**config.mk**
```make
export PLATFORM = sky130hd
export DESIGN_NAME = pc_adjust
export DESIGN_NICKNAME = d
export VERILOG_FILES = /design/src/rtl/pc_adjust.sv
export SDC_FILE = /design/constraint.sdc
export NUM_CORES = 1
export LEC_CHECK = 0
export CORE_MARGIN = 3
export CORE_UTILIZATION = 31
export CTS_BUF_LIST = sky130_fd_sc_hd__clkbuf_2
export DETAILED_ROUTE_END_ITERATION = 16
export PLACE_DENSITY_LB_ADDON = 0.15
export SLEW_MARGIN = 10
export SYNTH_ARGS = -nofsm -noshare
export SYNTH_HDL_FRONTEND = slang
export SYNTH_SLANG_ARGS = --single-unit
```
**constraint.sdc**
```tcl
create_clock -name clk -period 1.1 [get_ports clk]
set_input_delay 0.22 -clock clk [delete_from_list [all_inputs] [get_ports clk]]
set_output_delay 0.22 -clock clk [all_outputs]
set_load 0.02 [all_outputs]
```
**src/rtl/pc_adjust.sv**
```systemverilog
// -----------------------------------------------------------------------------
// pc_adjust : next-program-counter selector for the 16-bit RISC core.
//
// Produces a registered next PC from the current PC and a jump operand:
//   select = 2'b00 : PC + 1               (sequential, wraps 0xFFFF -> 0x0000)
//   select = 2'b01 : jumpAddr             (absolute jump, optional call push)
//   select = 2'b10 : PC + jumpAddr        (relative, jumpAddr is two's-complement)
//   select = 2'b11 : return (stack build) or hold (no-stack build)
//
// Optional feature macro: PCADJUST_RAS_EN
//   defined   : RAS_DEPTH-entry circular LIFO return-address stack is built.
//   undefined : no storage; select=11 holds, ras_empty=1, ras_full=0.
//
// Ports:
//   clk        in   1   rising-edge clock
//   rst_n      in   1   asynchronous active-low reset
//   en         in   1   update enable; 0 stalls every piece of state
//   PC         in  16   current program counter
//   jumpAddr   in  16   absolute target or relative offset
//   select     in   2   target source (see above)
//   call       in   1   with select=01, push PC+1 (stack build only)
//   adjustedPC out 16   registered next PC
//   ras_empty  out  1   stack holds no entries
//   ras_full   out  1   stack holds RAS_DEPTH entries
// -----------------------------------------------------------------------------
module pc_adjust #(
  parameter int RAS_DEPTH = 4
) (
  input  logic        clk,
  input  logic        rst_n,
  input  logic        en,
  input  logic [15:0] PC,
  input  logic [15:0] jumpAddr,
  input  logic [1:0]  select,
  input  logic        call,
  output logic [15:0] adjustedPC,
  output logic        ras_empty,
  output logic        ras_full
);

  logic [15:0] r_pc;
  logic [15:0] w_nxt;
  logic [15:0] w_seq;

  assign w_seq      = PC + 16'd1;
  assign adjustedPC = r_pc;

`ifdef PCADJUST_RAS_EN
  localparam int          PW      = $clog2(RAS_DEPTH);
  localparam logic [PW:0] DEPTH_C = (PW+1)'(RAS_DEPTH);

  // r_ptr is the next write slot; the top of stack sits one slot below it.
  // It wraps modulo RAS_DEPTH, so a push when full overwrites the oldest entry.
  logic [15:0]   r_stack [RAS_DEPTH];
  logic [PW-1:0] r_ptr;
  logic [PW:0]   r_count;
  logic          r_empty;
  logic          r_full;

  logic          w_push;
  logic          w_pop;
  logic [PW-1:0] w_top_idx;
  logic [PW-1:0] w_ptr_nxt;
  logic [PW:0]   w_cnt_nxt;

  assign w_top_idx = r_ptr - {{(PW-1){1'b0}}, 1'b1};
  assign ras_empty = r_empty;
  assign ras_full  = r_full;

  // Next-PC select plus push/pop decode.
  always_comb begin
    w_nxt  = w_seq;
    w_push = 1'b0;
    w_pop  = 1'b0;
    case (select)
      2'b00: w_nxt = w_seq;
      2'b01: begin
        w_nxt  = jumpAddr;
        w_push = call;
      end
      2'b10: w_nxt = PC + jumpAddr;
      2'b11: begin
        if (r_count != {(PW+1){1'b0}}) begin
          w_nxt = r_stack[w_top_idx];
          w_pop = 1'b1;
        end else begin
          w_nxt = w_seq;
        end
      end
      default: w_nxt = w_seq;
    endcase
  end

  // Stack pointer and occupancy update; occupancy saturates at RAS_DEPTH.
  always_comb begin
    w_ptr_nxt = r_ptr;
    w_cnt_nxt = r_count;
    if (w_push) begin
      w_ptr_nxt = r_ptr + {{(PW-1){1'b0}}, 1'b1};
      if (r_count == DEPTH_C) begin
        w_cnt_nxt = r_count;
      end else begin
        w_cnt_nxt = r_count + {{PW{1'b0}}, 1'b1};
      end
    end else if (w_pop) begin
      w_ptr_nxt = w_top_idx;
      w_cnt_nxt = r_count - {{PW{1'b0}}, 1'b1};
    end else begin
      w_ptr_nxt = r_ptr;
      w_cnt_nxt = r_count;
    end
  end

  // Stack control state and registered flags.
  always_ff @(posedge clk or negedge rst_n) begin
    if (!rst_n) begin
      r_ptr   <= {PW{1'b0}};
      r_count <= {(PW+1){1'b0}};
      r_empty <= 1'b1;
      r_full  <= 1'b0;
    end else if (en) begin
      r_ptr   <= w_ptr_nxt;
      r_count <= w_cnt_nxt;
      r_empty <= (w_cnt_nxt == {(PW+1){1'b0}});
      r_full  <= (w_cnt_nxt == DEPTH_C);
    end else begin
      r_ptr   <= r_ptr;
      r_count <= r_count;
      r_empty <= r_empty;
      r_full  <= r_full;
    end
  end

  // Stack storage; contents are only meaningful below r_count, so no reset.
  always_ff @(posedge clk) begin
    if (en && w_push) begin
      r_stack[r_ptr] <= w_seq;
    end
  end
`else
  logic w_unused_call;
  logic [$clog2(RAS_DEPTH):0] w_unused_depth;

  assign w_unused_call  = call;
  assign w_unused_depth = '0;
  assign ras_empty      = 1'b1;
  assign ras_full       = 1'b0;

  // Next-PC select; without a stack, select=11 holds the current value.
  always_comb begin
    w_nxt = w_seq;
    case (select)
      2'b00:   w_nxt = w_seq;
      2'b01:   w_nxt = jumpAddr;
      2'b10:   w_nxt = PC + jumpAddr;
      2'b11:   w_nxt = r_pc;
      default: w_nxt = w_seq;
    endcase
  end
`endif

  // Output PC register.
  always_ff @(posedge clk or negedge rst_n) begin
    if (!rst_n) begin
      r_pc <= 16'h0000;
    end else if (en) begin
      r_pc <= w_nxt;
    end else begin
      r_pc <= r_pc;
    end
  end

endmodule

```
==> impl_metrics.tcl, run 1 <==
set metrics [dict create \
    status "finished, violations left" \
    violations "negative setup slack" \
    powerDensity_nw_per_um2 808 \
    die_w_um 80.0 \
    start_util_pct 32.6 \
    final_cells 411 \
    fp-row-count 26 \
    synth_xor_area_share_pct 4.64 \
    synth-simple-area-share_pct 23.7 \
    cts_tree "yes" \
    max-cap-violations 0 \
    finalNetCount 396 \
    netlist_instances 216 \
    power_leakage_nw 1.55 \
    track_usage_pct 18.8 \
    rsz0062_at_grt "yes" \
    timing.fmax_mhz 482 \
    die_height_um 80.0 \
    critPathLaunchType "input port" \
    root_buffer "clkbuf_2" \
    cts_inserted_buffers 3 \
    cp_slowest_cell "clkdlybuf4s50_1" \
    grt_pass1_vias 1992 \
    crit_arrival_ps 2350 \
    crit_family "compound AO/OA/AOI/OAI gates" \
    antenna_cells 0 \
    cts_buffer_depth 2 \
    ys_top_cells_by_area "dfrtp_1 24%, ha_1 11%, a21oi_1 6.5%, and2_1 5.2%, nand2_1 4.6%" \
    path_clk_slew_ps 190 \
    synth-seq-cells 16 \
    yosys_warnings 0 \
    port_buffers 52 \
    finalClockSkew_ps 0 \
    ir_worst_vdd_v 0.000472 \
    antenna_found_initial 0 \
    synthArstFlopShare_pct 100 \
    cts.sinks 16 \
    slowest_delay_ps 470 \
    path_depth 9 \
    viasPerCell 4.96 \
    drive_above_1_share_pct 44.6 \
    crit_path_cell_trace "clkdlybuf4s50_1 > and2_1 > ha_4 > a21o_1 > a221oi_4 > o211ai_2 > a22oi_2 > mux2_4 > o21ai_2" \
    syn_area_um2 1700 \
    reg2reg_depth 5 \
    die-area_um2 6410 \
    synth-edff-count 0 \
    hold_viol 0 \
    crit_start "jumpAddr[4]" \
    drt-initial-drc-count 73 \
    r2r_start "adjustedPC[14]" \
    wire_per_inst_um 14.6 \
    cp.required_ps 1370 \
    synthDistinctLibCells 46 \
    total_power_w 0.00267 \
    dr_wl_met3_um 221 \
    grt_first_pass_wirelength_um 9300 \
    synth-compound-area-share_pct 27.8 \
    stdcell_area_um2 3300 \
    worst_hold_slack_ps 201 \
    crit_path_end "adjustedPC[12]" \
    gp_congestion 0.919 \
    synth_commonest_cells "22 x a21oi_1, 21 x nand2_1, 16 x dfrtp_1" \
    end_kind "flip-flop" \
    r2r_end "adjustedPC[14]" \
    place_inst 391 \
    crit_type "input port to flip-flop" \
    htree_levels 1 \
    highest_layer "met4" \
    cp_max_fo 4 \
    crit_buf_inv 1 \
    tns_ps -10580 \
    route.met2.wl_um 3140 \
    slew_viol_final 0 \
    setup_viol_count_final 24 \
    post-route-period-util_pct 188 \
    wl_met1_um 2570 \
    yosysTopAreaCell "dfrtp_1" \
    hp-class "input port to flip-flop" \
    layout_min_cycle_time_ps 2070 \
    largest_reg_flops 16 \
    rrSetupSlack_ps -20 \
    synth_top_family_by_area "compound AO/OA/AOI/OAI gates" \
    setup_ws_ps -973 \
    num_vias 2040 \
    fillCellCount 475 \
    drtPass1Iterations 4 \
    drc 0 \
    synthMuxAreaShare_pct 3.02 \
    yosysSeqAreaShare_pct 23.6 \
    clkLatencyLatePin_ps 320 \
    finalWirelength_um 6000 \
    gr-total-overflow 0 \
    yosys_most_used_dff "dfrtp_1" \
    ant_nets 0 \
    syn_avg_cell_area_um2 7.87 \
    placed_area_um2 2930 \
    io_pins 56 \
    syn_nets 270 \
    synth_fa_ha_area_share_pct 12.2 \
    core-area_um2 5200 \
    synth_most_common_cell "a21oi_1" \
    synth_top_area_share_pct 23.6 \
    dpl.hpwl_um 4590 \
    grt_max_degree 17 \
    area_growth_pct 94.3 \
]
## placed cells by master (no fill, tap or decap), types with 4 or more instances in the layout
master and count:
nand3_1 5, nor2_1 13, and2_1 7, o211ai_1 4
o21ai_0 6, dfrtp_1 16, mux2i_1 4, ha_1 4
a21oi_1 15, o21ai_1 5, and2_4 7, buf_6 24
dlygate4sd2_1 4, ha_4 10, a21o_1 8, buf_4 73
clkdlybuf4s50_1 28, inv_1 5, a21oi_2 4, nand2_1 21
and3_1 8
## through the flow
step	util [%]	setup WS (ps)
finish	63.4	-973
CTS	60.8	-1020
floorplan	-	-1310
global route	63.4	-1050
global placement	56.3	-1700
detailed placement	56.3	-1750
## layout make-up
class                   instances  area, um2  share of cell area (%)
clock inverters                 1       3.75                   0.114
inverters                       5       18.8                   0.568
multi-input cells             182       1570                    47.4
well taps                      70       87.6                    2.65
clock buffers                   3       15.0                   0.455
repair buffers                134       1210                    36.7
flip-flops and latches         16        400                    12.1
## repair_timing
action,4_1_cts,5_1_grt
hold buffers,0,0
buffers inserted,8,8
pin swaps,16,13
endpoints found under the setup margin,32,31
gates resized for setup,140,15
## worst min path at each step
stage          slack [ps]  depth (start not counted)     startpoint             end
5_1_grt               180                          2          rst_n  adjustedPC[12]
4_1_cts               210                          2          rst_n   adjustedPC[2]
3_3_place_gp          460                          2  adjustedPC[3]   adjustedPC[3]
2_1_floorplan         -80                          0          rst_n   adjustedPC[0]
6_report              200                          3    jumpAddr[2]   adjustedPC[2]
3_5_place_dp          470                          2  adjustedPC[4]   adjustedPC[4]
## power breakdown
group	internal, W	switching, W
Sequential	0.000687	0.0000743
Clock	0.0000790	0.000224
Combinational	0.000907	0.000697
Total	0.00167	0.000996
## worst register-to-register path: stages, from the launching register on
cell	delay, ps
dfrtp_1	430
buf_4	140
nor2_1	130
o22ai_2	100
a41oi_2	150
nand2_1	80
## per-layer routing
metal | GRT usage (%) | up-vias
met2 | 33.9 | 47
met1 | 23.4 | 953
li1 | - | 1036
met4 | 5.57 | 0
met3 | 1.69 | 4
met5 | 0 | -
## cell families after synthesis
logic type	Yosys count
compound gates	70
xor+xnor	9
fa+ha+maj	16
buf+inv	18
flops	16
mux	5
other cells	2
simple gates	80
Power figures use the tool's default switching activity.
==> inputs of run 2 (changes only) <==
Settings changed: CORE_MARGIN 3 to not set, HOLD_SLACK_MARGIN set to 0.15, SLEW_MARGIN 10 to 15.
==> run 2 against run 1 <==
The flow still finishes with violations (negative setup slack); clock skew unchanged; global-route usage increased by 2.1 points; wire length decreased by 3.1%; flip-flop and latch count unchanged; combinational power about the same; non-clock buffer count increased by 4; critical path depth increased by 2; register-to-register slack improved by 20 ps; critical path type unchanged; sequential share of layout area about the same; cell count increased by 0.73%; via count increased by 3.1%.
==> impl_metrics.tcl, run 2 (same netlist as run 1, synthesis figures left out) <==
set metrics [dict create \
    hold_viol 0 \
    r2r_start "adjustedPC[13]" \
    end_kind "flip-flop" \
    reg2reg_depth 5 \
    layout_min_cycle_time_ps 2090 \
    grt_pass1_vias 2131 \
    dpl.hpwl_um 4370 \
    drive_above_1_share_pct 45.9 \
    path_clk_slew_ps 180 \
    core-area_um2 5200 \
    setup_ws_ps -995 \
    area_growth_pct 94.9 \
    root_buffer "clkbuf_2" \
    stdcell_area_um2 3310 \
    grt_max_degree 17 \
    most-common-layout-cells "78 x buf_4, 28 x clkdlybuf4s50_1, 25 x buf_6, 21 x nand2_1, 16 x dfrtp_1" \
    setup_viol_count_final 17 \
    finalWirelength_um 5810 \
    hp-class "input port to async pin" \
    fp-row-count 26 \
    die-area_um2 5780 \
    start_util_pct 32.6 \
    max-cap-violations 0 \
    largest_reg_flops 16 \
    rsz0062_at_grt "yes" \
    slew_viol_final 0 \
    die_w_um 76.0 \
    drtPass1Iterations 4 \
    fillCellCount 459 \
    gr-total-overflow 0 \
    place_ws_ps -1790 \
    place_inst 392 \
    violations "negative setup slack" \
    timing.fmax_mhz 477 \
    cts_inserted_buffers 3 \
    viasPerCell 5.08 \
    powerDensity_nw_per_um2 805 \
    ir_worst_vdd_v 0.000426 \
    antenna_cells 0 \
    port_buffers 52 \
    status "finished, violations left" \
    crit_start "select[1]" \
    ant_nets 0 \
    wire_per_inst_um 14.0 \
    post-route-period-util_pct 190 \
    r2r_end "adjustedPC[13]" \
    cts.sinks 16 \
    placed_area_um2 2930 \
    drc 0 \
    grt_first_pass_wirelength_um 9690 \
    htree_levels 1 \
    clkLatencyLatePin_ps 300 \
    crit_path_end "adjustedPC[12]" \
    die_height_um 76.0 \
    io_pins 56 \
    cp.required_ps 1360 \
    final_cells 414 \
    num_vias 2104 \
    antenna_found_initial 0 \
    power_leakage_nw 1.55 \
    track_usage_pct 20.9 \
    crit_type "input port to flip-flop" \
    finalNetCount 400 \
    gp_congestion 0.901 \
    cts_tree "yes" \
    finalClockSkew_ps 0 \
    drt-initial-drc-count 95 \
    cts_buffer_depth 2 \
    cp_max_fo 4 \
    critPathLaunchType "input port" \
    final_common_cell "buf_4" \
    crit_arrival_ps 2360 \
    rrSetupSlack_ps 0 \
]
run 2: cell types whose count changed in the layout (fill, tap and decap cells not counted), moves of 2 or more:
cell and delta:
o21ai_1 +2, nand3_1 -2, nand3_2 +2, buf_4 +5
run 2: worst min-delay path by stage:
stage	startpoint	end	slack, ps	depth (start not counted)
after floorplan	rst_n	adjustedPC[0]	-80	0
after global placement	adjustedPC[3]	adjustedPC[3]	460	2
after detailed placement	adjustedPC[3]	adjustedPC[3]	470	2
after CTS	rst_n	adjustedPC[4]	210	2
after global routing	rst_n	adjustedPC[4]	210	2
final	rst_n	adjustedPC[4]	210	2
run 2: metal layers:
| metal | track usage, % | routed length [um] | up-vias |
|---|---|---|---|
| li1 | - | - | 1045 |
| met1 | 25.3 | 2500 | 986 |
| met5 | 0 | 0 | - |
| met4 | 8.08 | 129 | 0 |
| met2 | 37.6 | 2960 | 61 |
| met3 | 2.28 | 226 | 12 |
run 2: timing repair:
action	CTS	global route
resized for setup	133	22
buffers inserted	11	8
hold buffers	0	0
gates cloned	0	0
pin swaps	27	9
endpoints found under the setup margin	32	32
run 2: metrics by stage:
step | setup TNS (ps) | hold WS (ps) | power [W] | util [%]
floorplan | -12790 | -75.6 | 0.00145 | -
detailed placement | -23260 | 469 | 0.00213 | 56.2
CTS | -10770 | 207 | 0.00252 | 60.8
global placement | -22640 | 462 | 0.00212 | 56.2
finish | -11110 | 213 | 0.00267 | 63.6
global route | -12660 | 207 | 0.00284 | 63.6
run 2: cell type report:
class,instances,area [um2],area share [%]
multi-input combinational,182,1570,47.4
timing repair buffer,138,1220,36.9
sequential,16,400,12.1
tap,70,87.6,2.64
inverter,5,18.8,0.567
clock buffer,3,15.0,0.453
run 2: worst max-delay path: stages:
cell and delay [ps]:
buf_6 90, nor2b_4 140, buf_4 140, and2_4 160, fa_2 360, a21o_1 210
a221oi_4 330, o211ai_2 140, a22oi_2 150, mux2_4 310, o21ai_1 110
run 2: power by group:
part / total (W) / switching (W) / internal (W)
clock network: 0.000282 / 0.000208 / 0.0000744
registers: 0.000757 / 0.0000700 / 0.000687
logic: 0.00163 / 0.000701 / 0.000926
==> inputs of run 3 (changes only) <==
Settings changed: CAP_MARGIN set to 20.
==> results of run 3 <==
No change in the layout: final DEF, timing and power equal those of run 2.
==> patch: new RTL, flow settings as in run 2 <==
The option `PCADJUST_RAS_EN` is turned on by a define.
--- a/src/rtl/pc_adjust.sv
+++ b/src/rtl/pc_adjust.sv
@@ -25,2 +25,4 @@
 // -----------------------------------------------------------------------------
+`define PCADJUST_RAS_EN
+
 module pc_adjust #(
Check against the original RTL: not equivalent (a bounded check fails within 4 cycles, from zero or initial values and one cycle with rst_n low).
==> patch against run 2 <==
The flow still finishes with violations (negative setup slack); sequential cell count is 71 higher; worst hold slack worse by 110 ps; highest routed layer unchanged; die area grew to 3.0 times the old value; maximum frequency is 0.54% lower; total power grew to 5.3 times the old value; cell area grew to 2.6 times the old value; synthesized cell count is 110% higher; area after synthesis grew to 3.0 times the old value; register-to-register slack worse by 1000 ps; routed wire length grew to 3.0 times the old value; clock power grew to 6.3 times the old value; worst setup slack worse by 11 ps; via count is 130% higher; largest power group unchanged.
==> patch: results (changes against run 2) <==
Logic synthesis
  • Compound-Gate Fraction of Synth Area: 16.3% (-11 points)
  • Syn avg cell area: 11.3 µm² (+44%)
  • Mapped Cells: 456 (+110%)
  • Adder-Cell Fraction of Synth Area: 5.95% (-6.3 points)
  • Synth top cells by count: 64 x edfxtp_1, 40 x nand2_1, 33 x nor2_1
  • Number of enable flip-flop cells after synthesis: 64 (+64)
  • Post-synth cell types: 69 (+50%)

STA
  • Min Hold Slack: 104 ps (-109 ps)
  • Final setup viols: 114 (+97)
  • Clock skew: 44.4 ps (+44.4 ps)
  • PnR worst setup slack: -1010 ps (-11.4 ps)

Power
  • P_seq: 4160 µW (+450%)
  • Pint: 8960 µW (+430%)
  • VDD IR max: 0.871 mV (+100%)
  • Pwr/cell area: 1670 mW/mm² (+110%)

Layout
  • Net count, final: 788 (+97%)
  • #MultiIn Comb: 327 (+80%)
  • Share of cells above drive strength 1: 49.8% (+3.9 points)
  • Non-CTS buffers: 278 (+100%)
  • NonClk Buf Share: 30.2% (-6.7 points)
  • Antenna diode count: 1 (+1)
  • Multi-input combinational area share: 34.7% (-13 points)
  • Clk cell area share: 1.48% (+1.0 points)
  • Area occupied by registers: 0.00250 mm² (+520%)

Worst setup path
  • Crit path from: r_ptr[0]
  • Largest stage delay, worst path: 500 ps (+140 ps)
  • Crit path capture: adjustedPC[4]
  • Number of cells on the worst reg-to-reg path: 7 (+2)

Run status
  • Status: finished with violations
  • Failing checks: negative setup slack

Drt
  • Drt wl/cell: 18.7 µm (+33%)
  • Final wirelength: 17.7 mm (+200%)

GRT
  • Initial antenna violation count: 1 (+1)
  • Vias in the first global route: 4977 (+130%)
  • GRT met2 Usage: 34.8% (-2.9 points)
  • Global-route wire length before repair: 27.4 mm (+180%)
  • Largest net degree at the start of global routing: 24 (+7)

Place
  • GPL Wtd Cong: 0.835 (-7.3%)
  • Cell count after placement: 876 (+120%)
  • Placed instance area: 0.00748 mm² (+160%)

CTS
  • Clock-pin slew on the worst setup and hold paths: 320 ps (+140 ps)
  • Clock sink total: 87 (+71)
-- patch: changes by cell type after synthesis, sizes merged, moves of 9 or more --
cell	before	now
edfxtp	0	64
nor2	13	33
xnor2	5	16
and2	14	2
inv	5	21
o21a	2	11
mux4	0	18
nand4	2	11
o21ai	13	22
nand2	21	40
-- patch: per-layer routing --
layer	share of wire [%]	wire [µm]
met3	4.0	712
met4	1.0	178
met2	49	8730
met5	0	0
met1	46	8100
-- patch: kinds of logic (layout without fill, tap and decap cells) --
logic type | after synthesis | in the layout
buffers and inverters | 42 | 317
AO/OA/AOI/OAI | 119 | 119
flip-flops | 87 | 87
adder cells (fa/ha/maj) | 24 | 24
XOR/XNOR | 24 | 24
other | 0 | 1
AND/OR/NAND/NOR | 139 | 139
multiplexers | 21 | 21
-- patch: timing repair --
action	in CTS	in global routing
hold buffers	1	2
gates resized for setup	203	50
endpoints found under the setup margin	149	129
pin swaps	41	36
setup buffers	33	24
cloned	3	0
endpoints found under the hold margin	24	16
